<file path="src/rtl/sys_cmd_master.sv">
// sys_cmd_master: host-side initiator for the system-control byte protocol.
// Takes one command, sends its frame bytes, collects the reply bytes.
// Ports:
//   CLK, RST          clock, async active-high reset
//   CMD_*             command request (valid/ready) and fields
//   TX_P_DATA/TX_D_VLD/TX_BUSY   byte stream toward the UART transmitter
//   RX_P_DATA/RX_D_VLD           byte strobes from the UART receiver
//   RSP_VLD/RSP_DATA/RSP_TIMEOUT completion result
//   BUSY              command in flight
module sys_cmd_master #(
   parameter int ADDRESS_WIDTH  = 4,
   parameter int ALU_DATA_WIDTH = 16,
   parameter int TIMEOUT_CYCLES = 1024
) (
   input  logic                      CLK,
   input  logic                      RST,
   input  logic                      CMD_VLD,
   output logic                      CMD_RDY,
   input  logic [1:0]                CMD_OP,
   input  logic [ADDRESS_WIDTH-1:0]  CMD_ADDR,
   input  logic [7:0]                CMD_WDATA,
   input  logic [7:0]                CMD_OPA,
   input  logic [7:0]                CMD_OPB,
   input  logic [3:0]                CMD_FUN,
   output logic [7:0]                TX_P_DATA,
   output logic                      TX_D_VLD,
   input  logic                      TX_BUSY,
   input  logic [7:0]                RX_P_DATA,
   input  logic                      RX_D_VLD,
   output logic                      RSP_VLD,
   output logic [ALU_DATA_WIDTH-1:0] RSP_DATA,
   output logic                      RSP_TIMEOUT,
   output logic                      BUSY
);

   localparam int CW = $clog2(TIMEOUT_CYCLES + 1);

   typedef enum logic [2:0] {
      S_IDLE, S_SEND, S_WAIT, S_DONE, S_TOUT
   } state_t;

   state_t state_q, state_d;

   logic [1:0]                op_q;
   logic [7:0]                addr_q, wdata_q, opa_q, opb_q;
   logic [3:0]                fun_q;
   logic [1:0]                idx_q, idx_d;
   logic [1:0]                rxn_q, rxn_d;
   logic [CW-1:0]             cnt_q, cnt_d;
   logic [7:0]                txd_q, txd_d;
   logic                      txv_q, txv_d;
   logic [ALU_DATA_WIDTH-1:0] rsp_q, rsp_d;
   logic                      accept;

   function automatic logic [7:0] frame_byte(
      input logic [1:0] op,
      input logic [1:0] i,
      input logic [7:0] a,
      input logic [7:0] w,
      input logic [7:0] oa,
      input logic [7:0] ob,
      input logic [3:0] f
   );
      logic [7:0] b;
      b = 8'h00;
      unique case (op)
         2'd0: b = (i == 2'd0) ? 8'hAA : (i == 2'd1) ? a : w;
         2'd1: b = (i == 2'd0) ? 8'hBB : a;
         2'd2: begin
            unique case (i)
               2'd0: b = 8'hCC;
               2'd1: b = oa;
               2'd2: b = ob;
               2'd3: b = {4'h0, f};
            endcase
         end
         2'd3: b = (i == 2'd0) ? 8'hDD : {4'h0, f};
      endcase
      return b;
   endfunction

   // index of the final frame byte
   function automatic logic [1:0] last_idx(input logic [1:0] op);
      return (op == 2'd0) ? 2'd2 : (op == 2'd2) ? 2'd3 : 2'd1;
   endfunction

   // number of reply bytes expected
   function automatic logic [1:0] rsp_len(input logic [1:0] op);
      return (op == 2'd0) ? 2'd0 : (op == 2'd1) ? 2'd1 : 2'd2;
   endfunction

   assign accept = (state_q == S_IDLE) && CMD_VLD;

   always_ff @(posedge CLK or posedge RST) begin
      if (RST) begin
         op_q    <= '0;
         addr_q  <= '0;
         wdata_q <= '0;
         opa_q   <= '0;
         opb_q   <= '0;
         fun_q   <= '0;
      end else if (accept) begin
         op_q    <= CMD_OP;
         addr_q  <= 8'(CMD_ADDR);
         wdata_q <= CMD_WDATA;
         opa_q   <= CMD_OPA;
         opb_q   <= CMD_OPB;
         fun_q   <= CMD_FUN;
      end
   end

   always_ff @(posedge CLK or posedge RST) begin
      if (RST) begin
         state_q <= S_IDLE;
         idx_q   <= '0;
         rxn_q   <= '0;
         cnt_q   <= '0;
         txd_q   <= '0;
         txv_q   <= 1'b0;
         rsp_q   <= '0;
      end else begin
         state_q <= state_d;
         idx_q   <= idx_d;
         rxn_q   <= rxn_d;
         cnt_q   <= cnt_d;
         txd_q   <= txd_d;
         txv_q   <= txv_d;
         rsp_q   <= rsp_d;
      end
   end

   always_comb begin
      state_d = state_q;
      idx_d   = idx_q;
      rxn_d   = rxn_q;
      cnt_d   = cnt_q;
      txd_d   = txd_q;
      txv_d   = txv_q;
      rsp_d   = rsp_q;
      unique case (state_q)
         S_IDLE: begin
            if (CMD_VLD) begin
               state_d = S_SEND;
               idx_d   = 2'd0;
               rsp_d   = '0;
               txv_d   = 1'b1;
               // byte 0 comes straight from the request port so it
               // is on the wire the cycle after acceptance
               txd_d   = frame_byte(CMD_OP, 2'd0, 8'(CMD_ADDR),
                                    CMD_WDATA, CMD_OPA, CMD_OPB,
                                    CMD_FUN);
            end
         end
         S_SEND: begin
            if (!TX_BUSY) begin
               if (idx_q == last_idx(op_q)) begin
                  txv_d   = 1'b0;
                  cnt_d   = '0;
                  rxn_d   = 2'd0;
                  state_d = (rsp_len(op_q) != 2'd0) ? S_WAIT : S_DONE;
               end else begin
                  idx_d = idx_q + 2'd1;
                  txd_d = frame_byte(op_q, idx_q + 2'd1, addr_q,
                                     wdata_q, opa_q, opb_q, fun_q);
               end
            end
         end
         S_WAIT: begin
            if (RX_D_VLD) begin
               // a byte arriving on the last allowed cycle still counts
               cnt_d = '0;
               if (rxn_q == 2'd0)
                  rsp_d[7:0] = RX_P_DATA;
               else
                  rsp_d[15:8] = RX_P_DATA;
               rxn_d = rxn_q + 2'd1;
               if (rxn_q + 2'd1 == rsp_len(op_q))
                  state_d = S_DONE;
            end else begin
               cnt_d = cnt_q + CW'(1);
               if (cnt_q == CW'(TIMEOUT_CYCLES - 1))
                  state_d = S_TOUT;
            end
         end
         S_DONE:  state_d = S_IDLE;
         S_TOUT:  state_d = S_IDLE;
         default: state_d = S_IDLE;
      endcase
   end

   assign CMD_RDY     = (state_q == S_IDLE);
   assign BUSY        = (state_q != S_IDLE);
   assign RSP_VLD     = (state_q == S_DONE);
   assign RSP_TIMEOUT = (state_q == S_TOUT);
   assign TX_D_VLD    = txv_q;
   assign TX_P_DATA   = txd_q;
   assign RSP_DATA    = rsp_q;

endmodule

</file>
<file path="config.mk">
export PLATFORM = sky130hd
export DESIGN_NAME = sys_cmd_master
export DESIGN_NICKNAME = d
export VERILOG_FILES = /design/src/rtl/sys_cmd_master.sv
export SDC_FILE = /design/constraint.sdc
export NUM_CORES = 1
export LEC_CHECK = 0
export ABC_CLOCK_PERIOD_IN_PS = 4400
export BUFFER_PORTS_ARGS = -buffer_cell sky130_fd_sc_hd__buf_2
export CORE_MARGIN = 2
export CORE_UTILIZATION = 40
export CTS_CLUSTER_DIAMETER = 60
export DETAILED_ROUTE_END_ITERATION = 10
export GPL_TIMING_DRIVEN = 0
export PLACE_DENSITY = 0.62
export SYNTH_ARGS = -nofsm -noshare
export SYNTH_HDL_FRONTEND = slang
export SYNTH_SLANG_ARGS = --single-unit
</file>
<file path="constraint.sdc">
create_clock -name CLK -period 4.4 [get_ports CLK]
set_clock_uncertainty 0.2 [all_clocks]
set_input_delay 0.22 -clock CLK [delete_from_list [all_inputs] [get_ports CLK]]
set_output_delay 0.22 -clock CLK [all_outputs]
set_load 0.05 [all_outputs]
</file>
==> impl_metrics.prom <==
# TYPE chip_impl_metric gauge
chip_impl_metric{name="cts_buffers",unit=""} 9
chip_impl_metric{name="cts_sink_cnt",unit=""} 77
chip_impl_info{name="cpMaxStageDelayCell",value="a2111oi_0"} 1
chip_impl_metric{name="vert_die_dim",unit="um"} 100.5
chip_impl_info{name="synth_top_cell_by_area",value="dfrtp_1"} 1
chip_impl_metric{name="grt_residual_overflow",unit=""} 0
chip_impl_metric{name="synth-warning-count",unit=""} 0
chip_impl_metric{name="synth_edf_count",unit=""} 0
chip_impl_metric{name="row_count",unit=""} 35
chip_impl_metric{name="routed_wl",unit="um"} 9053
chip_impl_metric{name="seq_power_share",unit=""} 0.333
chip_impl_info{name="clock_root_buffer",value="clkbuf_8"} 1
chip_impl_metric{name="critical-path-max-stage-delay",unit="ps"} 600
chip_impl_info{name="outcome",value="finished clean"} 1
chip_impl_metric{name="critPathMaxFanout",unit=""} 10
chip_impl_metric{name="timing.final.crit_share",unit=""} 0.6396
chip_impl_metric{name="detail_route.first_pass.iterations",unit=""} 4
chip_impl_metric{name="post_synth_instance_area",unit="um^2"} 3727
chip_impl_metric{name="wire_per_inst",unit="um"} 15.04
chip_impl_metric{name="drt_iter0_markers",unit=""} 138
chip_impl_metric{name="fin_crit",unit="ps"} 2814
chip_impl_metric{name="achievable-frequency",unit="MHz"} 355.3
chip_impl_metric{name="die_area",unit="um^2"} 10110
chip_impl_metric{name="swShare",unit=""} 0.4140
chip_impl_metric{name="cts-root-to-sink-buffers",unit=""} 2
chip_impl_metric{name="vias",unit=""} 3117
chip_impl_metric{name="hold_buffers",unit=""} 44
chip_impl_metric{name="p_switching",unit="mW"} 1.410
chip_impl_metric{name="worst_endpoint_required_time",unit="ps"} 4410
chip_impl_metric{name="synth_cell_types",unit=""} 51
chip_impl_metric{name="pwr-share-comb",unit=""} 0.461
chip_impl_metric{name="power.static_leakage",unit="nW"} 2.272
chip_impl_info{name="end_kind",value="flop"} 1
chip_impl_metric{name="ioPinCount",unit=""} 76
chip_impl_metric{name="cts_resized",unit=""} 0
chip_impl_metric{name="arrival",unit="ps"} 2820
chip_impl_metric{name="timing.setup.tns",unit="ps"} 0
chip_impl_metric{name="count_of_nets_after_finishing",unit=""} 539
chip_impl_metric{name="stdcell_area",unit="um^2"} 4974
chip_impl_metric{name="power.clock.fraction",unit=""} 0.206
chip_impl_metric{name="ys_ff_latch",unit=""} 77
chip_impl_metric{name="grt_usage",unit=""} 0.1921
chip_impl_metric{name="layout-area-overhead-vs-synth",unit="%"} 33.43
chip_impl_metric{name="drive_gt1_frac",unit=""} 0.2831
chip_impl_metric{name="vdd_drop_max",unit="V"} 0.0003075
chip_impl_metric{name="final_hold_fails",unit=""} 0
chip_impl_info{name="critPathLaunchType",value="flop"} 1
chip_impl_metric{name="core-area",unit="um^2"} 9153
chip_impl_metric{name="worst_slew_pin_slew",unit="ps"} 656.9
chip_impl_metric{name="grt_start_max_net_pins",unit=""} 63
chip_impl_info{name="crit_path_cell_trace",value="inv_1, ha_1, clkbuf_1, mux2i_1, nor4_1, a2111oi_0, o31ai_1"} 1
chip_impl_metric{name="cell_internal_power",unit="mW"} 1.996
chip_impl_info{name="timing.hold.worst.class",value="input pin to flop"} 1
chip_impl_metric{name="worst_skew_pair.late_latency",unit="ps"} 350
chip_impl_metric{name="antenna_found_initial",unit=""} 0
chip_impl_info{name="worst_path_dominant_cell_family",value="compound AO/OA/AOI/OAI gates"} 1
chip_impl_metric{name="synth_async_sr_flop_share",unit=""} 1.000
chip_impl_metric{name="postCtsSetupRepairBufs",unit=""} 0
chip_impl_metric{name="synth.top_cell.area_share",unit=""} 0.5170
chip_impl_metric{name="fillers",unit=""} 823
chip_impl_metric{name="clk_transition_reported_paths",unit="ps"} 80
chip_impl_metric{name="max_cap_violations",unit=""} 0
chip_impl_info{name="cts_tree",value="done"} 1
chip_impl_info{name="main_combinational_cell_family_by_area_after_synthesis",value="compound AO/OA/AOI/OAI gates"} 1
chip_impl_info{name="unrepaired_setup_endpoints_after_global_routing",value="no"} 1
chip_impl_metric{name="routabilityCongestion",unit=""} 0.8064
chip_impl_metric{name="port-buffer-count",unit=""} 75
chip_impl_metric{name="max_slew_margin",unit=""} 0.5507
chip_impl_metric{name="synth_xor_xnor_area_share",unit=""} 0.007049
chip_impl_metric{name="seq_area_frac_synth",unit=""} 0.5170
chip_impl_metric{name="post_synth_simple_gate_area",unit=""} 0.1474
chip_impl_metric{name="areal_power_density_over_the_cells",unit="nW/um^2"} 684.8
chip_impl_metric{name="dpl.hpwl",unit="um"} 6345
chip_impl_metric{name="finalNonFillerCells",unit=""} 602
chip_impl_metric{name="die_w",unit="um"} 100.5
chip_impl_info{name="postSynth.topFlopCell",value="dfrtp_1"} 1
chip_impl_metric{name="post_dp_cell_area",unit="um^2"} 4272
chip_impl_metric{name="diodes",unit=""} 0
chip_impl_metric{name="cts-htree-levels",unit=""} 3
chip_impl_metric{name="antenna_violating_nets_post_route",unit=""} 0
chip_impl_metric{name="place_inst",unit=""} 542
chip_impl_metric{name="post_synth_fa_ha_maj_area_fraction",unit=""} 0.02014
chip_impl_info{name="timing_worst_setup_path_type",value="flop to flop"} 1
chip_impl_metric{name="syn_avg_cell_area",unit="um^2"} 10.50
chip_impl_metric{name="dr_vias_cell",unit=""} 5.178
chip_impl_metric{name="syn-instance-count",unit=""} 355
chip_impl_metric{name="drt_drc_violations_left",unit=""} 0
chip_impl_metric{name="setup_violations",unit=""} 0
chip_impl_metric{name="post-route-util",unit=""} 0.5434
chip_impl_info{name="top_cells_by_area_in_the_synthesized_netlist",value="dfrtp_1, mux2_2, nand2_1"} 1
chip_impl_metric{name="yosys-mux-area-fraction",unit=""} 0.1111
chip_impl_metric{name="wire_length_of_the_first_global_routing_pass",unit="um"} 15300
chip_impl_metric{name="synth_area_in_compound_gates",unit=""} 0.1665
chip_impl_metric{name="final_max_slew_violation_count",unit=""} 0
chip_impl_metric{name="initial_core_util",unit=""} 0.4072
chip_impl_metric{name="crit_buf_inv",unit=""} 2
chip_impl_metric{name="mappedNetlistNets",unit=""} 408
chip_impl_metric{name="first_global_vias",unit=""} 3160
path summary, 6_finish.rpt:
check,from,endpoint,slack (ps),cells after the start
min,CMD_VLD,state_q[1],120,5
max,idx_q[1],TX_P_DATA[2],1590,7
max in group asynchronous,RST,wdata_q[2],3290,4
max reg2reg,idx_q[1],TX_P_DATA[2],1590,7
min in group asynchronous,RST,opb_q[1],150,3
min reg2reg,RSP_DATA[8],RSP_DATA[8],280,2
through the flow:
step | setup slack (ps) | power [mW] | hold WS [ps]
6_report | 1586 | 3.406 | 120.0
5_1_grt | 1362 | 3.645 | 130.9
4_1_cts | 1559 | 3.426 | 103.9
3_5_place_dp | 1655 | 2.689 | -29.21
3_3_place_gp | 1081 | 2.653 | 252.9
2_1_floorplan | 1373 | 2.288 | 171.6
per-layer routing:
metal	vias up	share of wire	track usage
met3	5	0.050	0.04369
met5	-	0	0
met2	79	0.46	0.3077
li1	1547	-	-
met4	0	0.0093	0.04742
met1	1486	0.48	0.2662
cells by family (layout without fill, tap and decap cells):
family                     Yosys count  after routing
and+or+nand+nor                    110            110
AOI/OAI and AO/OA                   95             95
DFF                                 77             77
muxes                               37             37
buffers and inverters               27            163
adders and majority gates            6              6
xor gates and xnor gates             3              3
power groups by stage:
stage          combinational [mW]  clock, mW  sequential (mW)
6_report                     1.57      0.700             1.13
3_3_place_gp                 1.51          0             1.14
2_1_floorplan               0.953          0             1.34
4_1_cts                      1.58      0.712             1.13
3_5_place_dp                 1.54          0             1.14
5_1_grt                      1.73      0.740             1.17
flip-flops by register name, indices dropped and copies added, names as in the netlist, 3 cells and up:
register	cells
RSP_DATA	16
cnt_q	11
TX_P_DATA	8
opa_q	8
opb_q	8
wdata_q	8
addr_q	4
fun_q	4
state_q	3
worst reg2reg max path, delay by kind of cell (launching register included):
family,cells,cell delay [ps]
DFF,1,430
adders and majority gates,1,400
muxes,1,250
buffers and inverters,2,590
AOI/OAI and AO/OA,2,740
and+or+nand+nor,1,60
synth_stat cells (3+ instances only):
cell type,count
dfrtp_1,77
nand2_1,51
mux2_2,35
o21ai_0,35
a21oi_1,17
nor2_1,14
clkbuf_1,10
buf_2,8
inv_1,7
o31ai_1,7
ha_1,6
nor3_1,6
a22oi_1,5
nand2b_1,5
nand3_1,5
nor2b_1,5
or4_1,5
a211oi_1,4
o211ai_1,4
a22o_1,3
and2_1,3
nand3b_1,3
layout make-up:
type                            instances  area, um^2  share of cell area
Clock inverter                          6       133.9             0.02692
Sequential cell                        77        1927              0.3874
Tap cell                              111       138.9             0.02792
Clock buffer                           10       127.6             0.02566
Buffer                                 20       88.84             0.01786
Inverter                                7       28.78            0.005786
Timing Repair Buffer                  120       843.3              0.1696
Multi-Input combinational cell        251        1685              0.3389
cell usage in the layout, fill, tap and decap left out, types with 4 or more instances in the layout:
cell	instances
nand2_1	51
nor3_1	6
buf_2	83
o31ai_1	7
clkbuf_8	9
nor2b_1	5
a22oi_1	5
or4_1	5
a21oi_1	17
o211ai_1	4
a211oi_1	4
ha_1	6
mux2_2	35
o21ai_0	35
bufinv_16	4
clkbuf_1	11
nand2b_1	5
dlygate4sd3_1	44
dfrtp_1	77
nand3_1	5
nor2_1	14
inv_1	6
(Power assumes the default switching activity.)
